--- src/rtl/hazard_detection_unit.sv ---
// Decode-stage hazard detector: load-use and branch-operand stalls, memory-wait freeze, taken-branch flush.
// Outputs are combinational from state and inputs (zero latency); mem_ready=0 freezes everything including the stall sequence.
module hazard_detection_unit (
    input  logic        clk,
    input  logic        reset,
    input  logic        ID_EX_MemRead,
    input  logic        ID_EX_RegWrite,
    input  logic [4:0]  ID_EX_RegisterRt,
    input  logic [4:0]  ID_EX_RegisterRd,
    input  logic        EX_MEM_MemRead,
    input  logic [4:0]  EX_MEM_RegisterRd,
    input  logic [4:0]  IF_ID_RegisterRs,
    input  logic [4:0]  IF_ID_RegisterRt,
    input  logic        IF_ID_UsesRt,
    input  logic        ID_Branch,
    input  logic        BranchTaken,
    input  logic        mem_ready,
    output logic        PCWrite,
    output logic        IF_ID_Write,
    output logic        ID_EX_Bubble,
    output logic        IF_ID_Flush,
    output logic        Freeze,
    output logic [15:0] stall_count
);

    typedef enum logic [1:0] {S_RUN, S_STALL, S_WAIT} state_t;

    state_t     state, stateNext, savedState, savedNext, effState;
    logic [1:0] cnt, cntNext;
    logic       luHit, baHit, bl2Hit, bl1Hit;

    // Register 0 is hardwired to zero, so it never creates a dependence.
    always_comb begin
        luHit  = ID_EX_MemRead && (ID_EX_RegisterRt != 5'd0) &&
                 ((ID_EX_RegisterRt == IF_ID_RegisterRs) ||
                  (IF_ID_UsesRt && (ID_EX_RegisterRt == IF_ID_RegisterRt)));
        baHit  = ID_Branch && ID_EX_RegWrite && !ID_EX_MemRead && (ID_EX_RegisterRd != 5'd0) &&
                 ((ID_EX_RegisterRd == IF_ID_RegisterRs) || (ID_EX_RegisterRd == IF_ID_RegisterRt));
        bl2Hit = ID_Branch && ID_EX_MemRead && (ID_EX_RegisterRt != 5'd0) &&
                 ((ID_EX_RegisterRt == IF_ID_RegisterRs) || (ID_EX_RegisterRt == IF_ID_RegisterRt));
        bl1Hit = ID_Branch && EX_MEM_MemRead && (EX_MEM_RegisterRd != 5'd0) &&
                 ((EX_MEM_RegisterRd == IF_ID_RegisterRs) || (EX_MEM_RegisterRd == IF_ID_RegisterRt));
    end

    // On the first ready cycle out of WAIT, behave as the saved state so no cycle is lost.
    assign effState = (state == S_WAIT) ? savedState : state;

    always_comb begin
        PCWrite      = 1'b1;
        IF_ID_Write  = 1'b1;
        ID_EX_Bubble = 1'b0;
        IF_ID_Flush  = 1'b0;
        Freeze       = 1'b0;
        stateNext    = state;
        savedNext    = savedState;
        cntNext      = cnt;
        if (reset) begin
            stateNext = S_RUN;
        end else if (!mem_ready) begin
            Freeze      = 1'b1;
            PCWrite     = 1'b0;
            IF_ID_Write = 1'b0;
            stateNext   = S_WAIT;
            if (state != S_WAIT)
                savedNext = state;
        end else begin
            case (effState)
                S_STALL: begin
                    PCWrite      = 1'b0;
                    IF_ID_Write  = 1'b0;
                    ID_EX_Bubble = 1'b1;
                    cntNext      = (cnt == 2'd0) ? 2'd0 : cnt - 2'd1;
                    stateNext    = (cnt <= 2'd1) ? S_RUN : S_STALL;
                end
                default: begin
                    stateNext = S_RUN;
                    if (bl2Hit || luHit || baHit || bl1Hit) begin
                        PCWrite      = 1'b0;
                        IF_ID_Write  = 1'b0;
                        ID_EX_Bubble = 1'b1;
                        if (bl2Hit) begin
                            cntNext   = 2'd1;
                            stateNext = S_STALL;
                        end
                    end else begin
                        IF_ID_Flush = ID_Branch & BranchTaken;
                    end
                end
            endcase
        end
    end

    always_ff @(posedge clk) begin
        if (reset) begin
            state       <= S_RUN;
            savedState  <= S_RUN;
            cnt         <= 2'd0;
            stall_count <= 16'd0;
        end else begin
            state      <= stateNext;
            savedState <= savedNext;
            cnt        <= cntNext;
            if (ID_EX_Bubble && (stall_count != 16'hFFFF))
                stall_count <= stall_count + 16'd1;
        end
    end

endmodule

--- config.mk ---
export PLATFORM = sky130hd
export DESIGN_NAME = hazard_detection_unit
export DESIGN_NICKNAME = d
export VERILOG_FILES = /design/src/rtl/hazard_detection_unit.sv
export SDC_FILE = /design/constraint.sdc
export NUM_CORES = 1
export LEC_CHECK = 0
export ABC_AREA = 1
export BUFFER_PORTS_ARGS = -buffer_cell sky130_fd_sc_hd__buf_4
export CAP_MARGIN = 20
export CORE_AREA = 2 2 61 77
export DETAILED_ROUTE_END_ITERATION = 10
export DIE_AREA = 0 0 63 79
export PLACE_DENSITY = 0.83
export RECOVER_POWER = 25
export SLEW_MARGIN = 20
export SYNTH_ARGS = -nofsm -noshare
export SYNTH_HDL_FRONTEND = slang
export SYNTH_SLANG_ARGS = --single-unit
--- constraint.sdc ---
create_clock -name clk -period 1.3 [get_ports clk]
set_input_delay 0.13 -clock clk [delete_from_list [all_inputs] [get_ports clk]]
set_output_delay 0.13 -clock clk [all_outputs]
set_load 0.1 [all_outputs]
* Word-level counts from Yosys, hierarchy flattened *
Index checks and enable logic that the tools add are counted.

operators by class
  add/subtract/negate cells = 2
  $lt $le $gt $ge = 1
  equal/unequal tests = 10
  mux-type cells = 24
  bitwise logic cells = 2
  reductions and logical operators = 31

operator list
  operator               number
  $eq 5x5->1             6
  $mux 1                 18
  $add 16x1->16 const B  1
  $ne 16x16->1 const B   1
  $reduce_bool 5->1      3
  $logic_and 1x1->1      14
  $mux 2                 6
  $logic_or 1x1->1       7
  $reduce_bool 2->1      2
  $reduce_and 3->1       1
  $eq 2x1->1 const B     1
  $eq 2x2->1 const B     1
  $le 2x1->1 const B     1
  $logic_not 2->1        1
  $ne 2x2->1 const B     1
  $reduce_and 2->1       1
  $reduce_or 2->1        1
  $sub 2x1->2 const B    1
  $and 1x1->1            1
  $logic_not 1->1        1
  $not 1->1              1

word-level totals
  flip-flop bits (word level) = 22
  output and inout bits = 21
  logic and storage cells = 75

* Longest topological paths before layout *
Gate-level depths: netlist of run 1.

  depth in word-level cells = 12
  depth in mapped cells = 14

* Worst setup path after synthesis of run 1 *
Ideal clock, no wire load.

  kind = reg-to-output
  from = reg state[0]
  to = out PCWrite
  data arrival time = 3.831 ns
  setup slack = -2.661 ns
  cell stages (with the launch flop) = 11
  path buffers = 2
  cells stage by stage = dfxtp_1 -> inv_1 -> nand3_1 -> nand2_1 -> nand2_1 -> inv_1 -> a21oi_4 -> nand3_4 -> buf_4 -> o21ai_0 -> buf_4

on the way
  word-level cells in the longest chain between the ends = 6

RTL lines
  element                 line  RTL
  start, declared         28    state_t state, stateNext, savedState, savedNext, effState;
  start signal, assigned  100   state <= stateNext;
  $eq 2x2->1              46    assign effState = (state == S_WAIT) ? savedState : state;
  $mux 2 *                46
  $eq 2x1->1 *            -
  $mux 1 * (3 in a row)   -
  end, declared           18    output logic PCWrite,

Mark *: on every way between the ends. The rest lies on a longest branch, timed or not.

* Worst setup path after layout of run 1 *
  from = reg state[0]
  to = out PCWrite

on the way
  word-level cells in the longest chain between the ends = 6

RTL lines
  element       line  RTL
  $eq 2x2->1    46
  $mux 2 *      46
  $eq 2x1->1 *  67    case (effState)
  $mux 1 *      67
  $mux 1 *      59    end else if (!mem_ready) begin
  $mux 1 *      57    if (reset) begin

Marked as above.

==> results of run 1 <==
logic make-up after synthesis:
logic type / count (synthesis) / synth area share [%]
AND/OR/NAND/NOR: 197 / 46.9
buffers and inverters: 58 / 12.5
AO/OA/AOI/OAI: 24 / 8.46
flip-flops: 22 / 22.5
XOR/XNOR: 20 / 8.97
adder cells (fa/ha/maj): 1 / 0.641
what timing repair did:
action / CTS / global route
gates resized for setup: 15 / 20
setup endpoints to repair: 20 / 20
pin swaps: 4 / 15
hold buffers: 0 / 0
gates cloned: 2 / 1
buffers inserted: 1 / 4
power breakdown:
part | total (mW) | switching, mW | internal [mW]
clock | 0.575 | 0.241 | 0.334
sequential | 0.657 | 0.00644 | 0.650
combinational | 0.534 | 0.318 | 0.215
total | 1.77 | 0.566 | 1.20
placed cells by master, fill, tap and decap left out, types with 5 or more instances in the layout:
cell,Yosys,routed
nand2_1,101,92
buf_4,2,84
inv_1,47,43
nor2_1,32,28
nand4_1,18,18
nand2_2,10,17
nand3_1,20,16
dfxtp_4,0,15
xnor2_1,13,13
a21oi_2,9,10
inv_2,4,7
xor2_1,7,7
nand3_2,2,6
nor2_2,5,6
a21oi_1,7,6
buf_12,1,5
tightest hold or removal path: stages:
cell and delay (ns):
buf_4 0.08, buf_4 0.16, nor2_1 0.05
worst max path at each step:
stage	start	to	slack, ns	cells past startpoint
3_5_place_dp	ID_EX_RegisterRt[2]	IF_ID_Write	-0.33	11
5_1_grt	state[0]$_SDFF_PP0_	IF_ID_Write	-0.47	9
4_1_cts	state[0]$_SDFF_PP0_	PCWrite	-0.41	9
6_report	state[0]$_SDFF_PP0_	PCWrite	-0.42	9
3_3_place_gp	ID_EX_RegisterRt[2]	PCWrite	-0.31	11
2_1_floorplan	state[0]$_SDFF_PP0_	PCWrite	-0.73	10
synth_stat cells:
master / number
xor2_1: 7
dfxtp_1: 22
ha_1: 1
nand3_4: 2
or2_2: 1
a21oi_1: 7
buf_1: 1
o21ai_0: 6
nand4_1: 18
nor2_1: 32
nor2_2: 5
nor3_1: 3
nand3_1: 20
a21oi_4: 1
nand2_2: 10
inv_1: 47
clkbuf_1: 1
nand3_2: 2
buf_2: 2
buf_4: 2
xnor2_1: 13
a21oi_2: 9
o21ai_1: 1
nor4_1: 2
nand2_1: 101
nand4_4: 1
inv_2: 4
buf_12: 1
stage by stage:
| stage | TNS (ns) | setup WS [ns] |
|---|---|---|
| final | -6.00 | -0.421 |
| after global routing | -7.69 | -0.472 |
| after CTS | -4.18 | -0.407 |
| after detailed placement | -5.39 | -0.329 |
| after global placement | -4.87 | -0.315 |
| after floorplan | -6.62 | -0.727 |
area by class of cell:
class | instances | share of cell area (%)
inverters | 51 | 6.39
well taps | 58 | 2.39
multi-input cells | 244 | 47.0
repair buffers | 92 | 25.6
flip-flops and latches | 22 | 16.5
clock buffers | 4 | 2.18
layer usage:
metal / GRT usage [%] / vias to the layer above
met4: 10.4 / 0
met1: 26.9 / 1077
met5: 0 / -
met3: 2.97 / 17
li1: - / 1199
met2: 46.1 / 94
sequential cells by signal, summed over array words and instances (netlist names):
register and cells:
cnt 2, savedState 2, stall_count 16, state 2
==> summary.md, run 1 <==
| Metric | Value |
|---|---|
| Status | `complete, but fails checks` |
| Violated checks | `setup timing` |
| Count of cells along the worst hold path | `3` |
| HPWL after detailed placement | `4200 µm` |
| Setup repair after global routing missed its margin | `true` |
| Share of cells above drive strength 1 | `42.9%` |
| Number of synthesized register bits | `22` |
| Cell Pwr Density | `582 mW/mm²` |
| Top fanout value on the critical path | `4` |
| Class of the worst hold path | `in -> reg` |
| Number of antenna diodes | `0` |
| End of the worst register-to-register path | `stall_count[4]$_SDFFE_PP0P_` |
| Post-detailed-route wirelength per cell | `13.2 µm` |
| Worst path bufs/invs | `3` |
| Final non-filler cell total | `471` |
| Total number of vias | `2,387` |
| GRT Resource Usage Total | `24.3%` |
| Final Power | `1.77 mW` |
| Largest area contributor in the synthesized netlist | `dfxtp_1` |
| Clock Root Buffer | `clkbuf_8` |
| Number of different library cells in the post-synthesis netlist | `28` |
| Share of synthesized area occupied by flip-flops and latches | `22.5%` |
| Fill cells | `332` |
| Worst path required time | `1.17 ns` |
| Endpoints failing setup | `21` |
| Number of slew-limit violations in the final report | `0` |
| Area share of the leading cell type in the synthesized netlist | `22.5%` |
| Die Outline Area | `0.00498 mm²` |
| Initial detailed-routing violation count | `128` |
| Met3 wire length | `339 µm` |
| Clock-pin slew on the worst setup and hold paths | `0.09 ns` |
| Clock tree from TritonCTS | `done` |
| H-tree levels | `1` |
| Transition time at the pin with the least slew margin | `0.542 ns` |
| Total wire length | `6200 µm` |
| Worst hold margin | `0.184 ns` |
| Arr. time, crit path | `1.59 ns` |
| Post-Synthesis Mean Instance Area | `6.07 µm²` |
| FP Rows | `27` |
| Maxcap violations | `0` |
| List of cells traversed by the critical path | `inv_2 -> nand3_2 -> nand2_2 -> nand2_2 -> inv_2 -> a21oi_4 -> nand3_4 -> o21ai_4 -> buf_12` |
| Maximum vdd drop | `0.451 mV` |
| End point of the most critical hold path | `state[1]$_SDFF_PP0_` |
| Uppermost metal layer occupied by signal nets | `met4` |
| Min Clock Period, post-route | `1.72 ns` |
| Net count after synthesis | `357` |
| Final antenna-violating net count | `0` |
| Cell class contributing the biggest share of worst-path delay | `compound AO/OA/AOI/OAI gates` |
| Worst reg-to-reg path cell count | `6` |
| Slew Limit Headroom | `64.0%` |
| 1st-pass router iterations | `4` |
| Clock buffer count from CTS | `3` |
| Cell with the largest stage delay on the worst path | `dfxtp_2` |
| Growth of design area from synthesis to finish | `55.4%` |
| Buffers added on ports | `54` |
| Launch instance of the worst min-delay path | `mem_ready` |
| Global placement routability congestion | `0.889` |
| CP peak stage delay | `0.36 ns` |
| X dimension of the die | `63 µm` |
| Final cycle utilization of the critical path | `132%` |
| Number of clock sinks | `22` |
| DP Area | `0.00276 mm²` |
| Routed wire length on met2 | `3300 µm` |
| I/O pin count | `55` |
| Buffer depth of the longest clock path | `2` |
| Leakage power | `1.53 nW` |
| Non-Filler Cell Area, Final | `0.00304 mm²` |
| First-pass GRT wire length | `9980 µm` |
| Leading cell types by total area after synthesis | `dfxtp_1 23%, nand2_1 19%, inv_1 9.0%` |
| Flop2flop setup slack | `-0.31 ns` |
| Net count reported at finish | `449` |
| Skew final | `0.00912 ns` |
| Post-synthesis cell area | `0.00195 mm²` |
| Initial Utilization | `45.5%` |
| Yosys warning total | `0` |
| Worst setup EP type | `output port` |
| Met1 routed wirelength after detailed routing | `2420 µm` |
| Maximum number of pins on one net before global-route repair | `16` |
| Final Hold Vio Count | `0` |
| Final cell utilization of the core | `70.7%` |
| Via density | `5.07` |
| Final global-route overflow total | `0` |
| Register area | `500 µm²` |
| Synthesized instance count | `322` |
| Drc violations | `0` |
| Critical path start-end classification | `reg -> out` |
| Reg2Reg Launch Point | `stall_count[2]$_SDFFE_PP0P_` |
| Skew-Pair Late Insertion Delay | `0.27 ns` |
| Number of antenna violations at the first check in global routing | `0` |
| Final Worst Setup Slack | `-0.421 ns` |
| Startpoint Class | `flip-flop` |
| Area of combinational cells with multiple inputs | `0.00143 mm²` |
| Cell count after placement | `460` |
| Peak clock frequency supported by timing | `581 MHz` |
| Area of the placeable core | `0.00429 mm²` |
| Die Y | `79 µm` |
| Via count of the first global-routing pass | `2,385` |
(Power assumes the default switching activity.)
==> inputs of run 2 (changes only) <==
--- a/config.mk
+++ b/config.mk
@@ -13,6 +13,7 @@
 export DIE_AREA = 0 0 63 79
 export PLACE_DENSITY = 0.83
 export RECOVER_POWER = 25
+export SETUP_SLACK_MARGIN = 0.4
 export SLEW_MARGIN = 20
 export SYNTH_ARGS = -nofsm -noshare
 export SYNTH_HDL_FRONTEND = slang
==> run 2 against run 1 <==
- the flow still finishes with violations (setup timing)
- critical path depth grew 5
- clock power grew 3%
- clock skew shrank 0.0048 ns
- final cell count grew 1.3%
- global-route usage grew 4.4 points
- setup slack lost 0.011 ns
- sequential share of layout area shrank 1.2 points
- cell area grew 8.4%
- fmax shrank 0.61%
- total power grew 2.0%
- sequential cell count is the same
- via count grew 8.1%
==> summary.md, run 2 (synthesis gave the netlist of run 1 again) <==
| Metric | Value |
|---|---|
| Buffer depth of the longest clock path | `2 (unchanged)` |
| Worst path bufs/invs | `6 (+3)` |
| Class of the worst hold path | `in -> reg` |
| Clock Root Buffer | `clkbuf_8` |
| Clock tree from TritonCTS | `done` |
| Area of the placeable core | `0.00429 mm² (unchanged)` |
| Leakage power | `1.58 nW (+3.0%)` |
| Number of slew-limit violations in the final report | `0 (unchanged)` |
| Cell class contributing the biggest share of worst-path delay | `buffers and inverters` |
| Maximum vdd drop | `0.359 mV (-20%)` |
| Die Outline Area | `0.00498 mm² (unchanged)` |
| Total wire length | `7370 µm (+19%)` |
| Min Clock Period, post-route | `1.73 ns (+0.0106 ns)` |
| Clock buffer count from CTS | `3 (unchanged)` |
| Status | `complete, but fails checks` |
| Transition time at the pin with the least slew margin | `0.636 ns (+0.0935 ns)` |
| Setup repair after global routing missed its margin | `true` |
| Worst hold margin | `0.143 ns (-0.0410 ns)` |
| Non-Filler Cell Area, Final | `0.00329 mm² (+8.4%)` |
| FP Rows | `27 (unchanged)` |
| List of cells traversed by the critical path | `inv_2 -> nand3_2 -> nand2_2 -> nand2_2 -> inv_2 -> a21oi_4 -> nand3_4 -> buf_4 -> buf_6 -> buf_6 -> nand3_1 -> nand2_1 -> inv_1 -> nor2_1` |
| Endpoints failing setup | `22 (+4.8%)` |
| Number of clock sinks | `22 (unchanged)` |
| Skew-Pair Late Insertion Delay | `0.27 ns (about the same)` |
| Via count of the first global-routing pass | `2,531 (+6.1%)` |
| Cell with the largest stage delay on the worst path | `dfxtp_2` |
| Arr. time, crit path | `1.90 ns (+0.31 ns)` |
| Buffers added on ports | `54 (unchanged)` |
| Most used cells in the layout excluding fill and tap cells | `91 x nand2_1, 57 x buf_4, 43 x inv_1, 27 x nor2_1` |
| Worst reg-to-reg path cell count | `14 (+8)` |
| Initial detailed-routing violation count | `261 (+100%)` |
| Final Hold Vio Count | `0 (unchanged)` |
| Number of antenna violations at the first check in global routing | `0 (unchanged)` |
| First-pass GRT wire length | `11,500 µm (+16%)` |
| Total number of vias | `2,580 (+8.1%)` |
| Share of cells above drive strength 1 | `44.9% (+2.0 points)` |
| Die Y | `79 µm (unchanged)` |
| Worst setup EP type | `flip-flop` |
| Number of antenna diodes | `0 (unchanged)` |
| Launch instance of the worst min-delay path | `mem_ready` |
| Via density | `5.41 (+6.7%)` |
| End of the worst register-to-register path | `stall_count[12]$_SDFFE_PP0P_` |
| Maximum number of pins on one net before global-route repair | `19 (+3)` |
| CP peak stage delay | `0.36 ns (about the same)` |
| Final cycle utilization of the critical path | `133% (+0.82 points)` |
| Violated checks | `setup timing` |
| Cell Pwr Density | `547 mW/mm² (-6.0%)` |
| Startpoint Class | `flip-flop` |
| Final Worst Setup Slack | `-0.432 ns (-0.0106 ns)` |
| Setup WS pre-CTS | `-0.325 ns (+0.00405 ns)` |
| End point of the most critical hold path | `state[1]$_SDFF_PP0_` |
| GRT Resource Usage Total | `28.7% (+4.4 points)` |
| Top reg by flops | `stall_count` |
| Global placement routability congestion | `0.885 (-0.44%)` |
| Final global-route overflow total | `0 (unchanged)` |
| Worst path required time | `1.47 ns (+0.30 ns)` |
| Drc violations | `0 (unchanged)` |
| 1st-pass router iterations | `5 (+1)` |
| Growth of design area from synthesis to finish | `68.5%` |
| Net count reported at finish | `455 (+1.3%)` |
| Flip-flop count of the largest register, all copies and words added | `16 (unchanged)` |
| I/O pin count | `55 (unchanged)` |
| Slew Limit Headroom | `57.6% (-6.4 points)` |
| Final antenna-violating net count | `0 (unchanged)` |
| Most common library cell in the layout ignoring fill and taps | `nand2_1` |
| Critical path start-end classification | `reg -> reg` |
| Maxcap violations | `0 (unchanged)` |
| Flop2flop setup slack | `-0.43 ns (-0.12 ns)` |
| Reg2Reg Launch Point | `state[0]$_SDFF_PP0_` |
| Final Power | `1.80 mW (+2.0%)` |
| HPWL after detailed placement | `4380 µm (+4.1%)` |
| Top fanout value on the critical path | `8 (+4)` |
| Skew final | `0.00431 ns (-0.00481 ns)` |
| DP Area | `0.00279 mm² (+1.1%)` |
| H-tree levels | `1 (unchanged)` |
| Post-detailed-route wirelength per cell | `15.5 µm (+17%)` |
| CTS Hold Buffers Added | `0 (unchanged)` |
| Count of cells along the worst hold path | `3 (unchanged)` |
| X dimension of the die | `63 µm (unchanged)` |
| Initial Utilization | `45.5% (unchanged)` |
| Peak clock frequency supported by timing | `577 MHz (-0.61%)` |
| Clock-pin slew on the worst setup and hold paths | `0.09 ns (about the same)` |
[run 2: changes by cell type in the layout (fill, tap and decap cells not counted), sizes merged]
cell,previous run,this run
buf,90,94
clkbuf,6,8
[run 2: what timing repair did]
action,in CTS,in global routing
pin swaps,4,3
buffers inserted,4,3
endpoints found under the setup margin,41,41
gates resized for setup,83,21
gates cloned,2,0
[run 2: per-stage QoR]
| step | utilization (%) | setup TNS, ns | cells |
|---|---|---|---|
| after floorplan | - | -6.52 | 322 |
| after global placement | 65.1 | -5.09 | 464 |
| after detailed placement | 65.1 | -5.70 | 464 |
| after CTS | 75.6 | -4.78 | 474 |
| after global routing | 76.7 | -8.61 | 477 |
| final | 76.7 | -6.95 | 477 |
[run 2: where the power goes]
part	leakage (nW)	internal (mW)	switching (mW)
clock	0.0339	0.335	0.255
combinational	1.35	0.227	0.327
sequential	0.192	0.648	0.00804
total	1.58	1.21	0.590
[run 2: layer usage]
layer  GRT usage, %  routed length [µm]  up-vias  share of wire, %
met5              0                   0        -                 0
met1           30.2                2620     1212                35
met4           12.0                 391        0               5.3
met2           57.0                4000      125                54
met3           2.97                 363       34               4.9
li1               -                   -     1209                 -
[run 2: worst register-to-register path: cells and delay by family (launching register included)]
family / cells / cell delay (ns)
DFF: 1 / 0.36
AOI/OAI and AO/OA: 1 / 0.14
buffers and inverters: 6 / 0.61
and+or+nand+nor: 7 / 0.52
[run 2: worst max path at each step]
stage,start,endpoint,slack [ns],cells after the start
2_1_floorplan,state[0]$_SDFF_PP0_,PCWrite,-0.73,10
3_3_place_gp,IF_ID_RegisterRt[2],PCWrite,-0.29,13
3_5_place_dp,EX_MEM_RegisterRd[2],IF_ID_Write,-0.32,11
4_1_cts,state[0]$_SDFF_PP0_,IF_ID_Write,-0.43,9
5_1_grt,state[0]$_SDFF_PP0_,IF_ID_Write,-0.49,9
6_report,state[0]$_SDFF_PP0_,stall_count[12]$_SDFFE_PP0P_,-0.43,14
[run 2: layout make-up]
cell class | instances | area, µm²
Multi-Input combinational cell | 244 | 1420
Clock buffer | 4 | 66.3
Inverter | 51 | 191
Timing Repair Buffer | 98 | 1040
Tap cell | 58 | 72.6
Sequential cell | 22 | 504
Fill cell | 289 | 1000
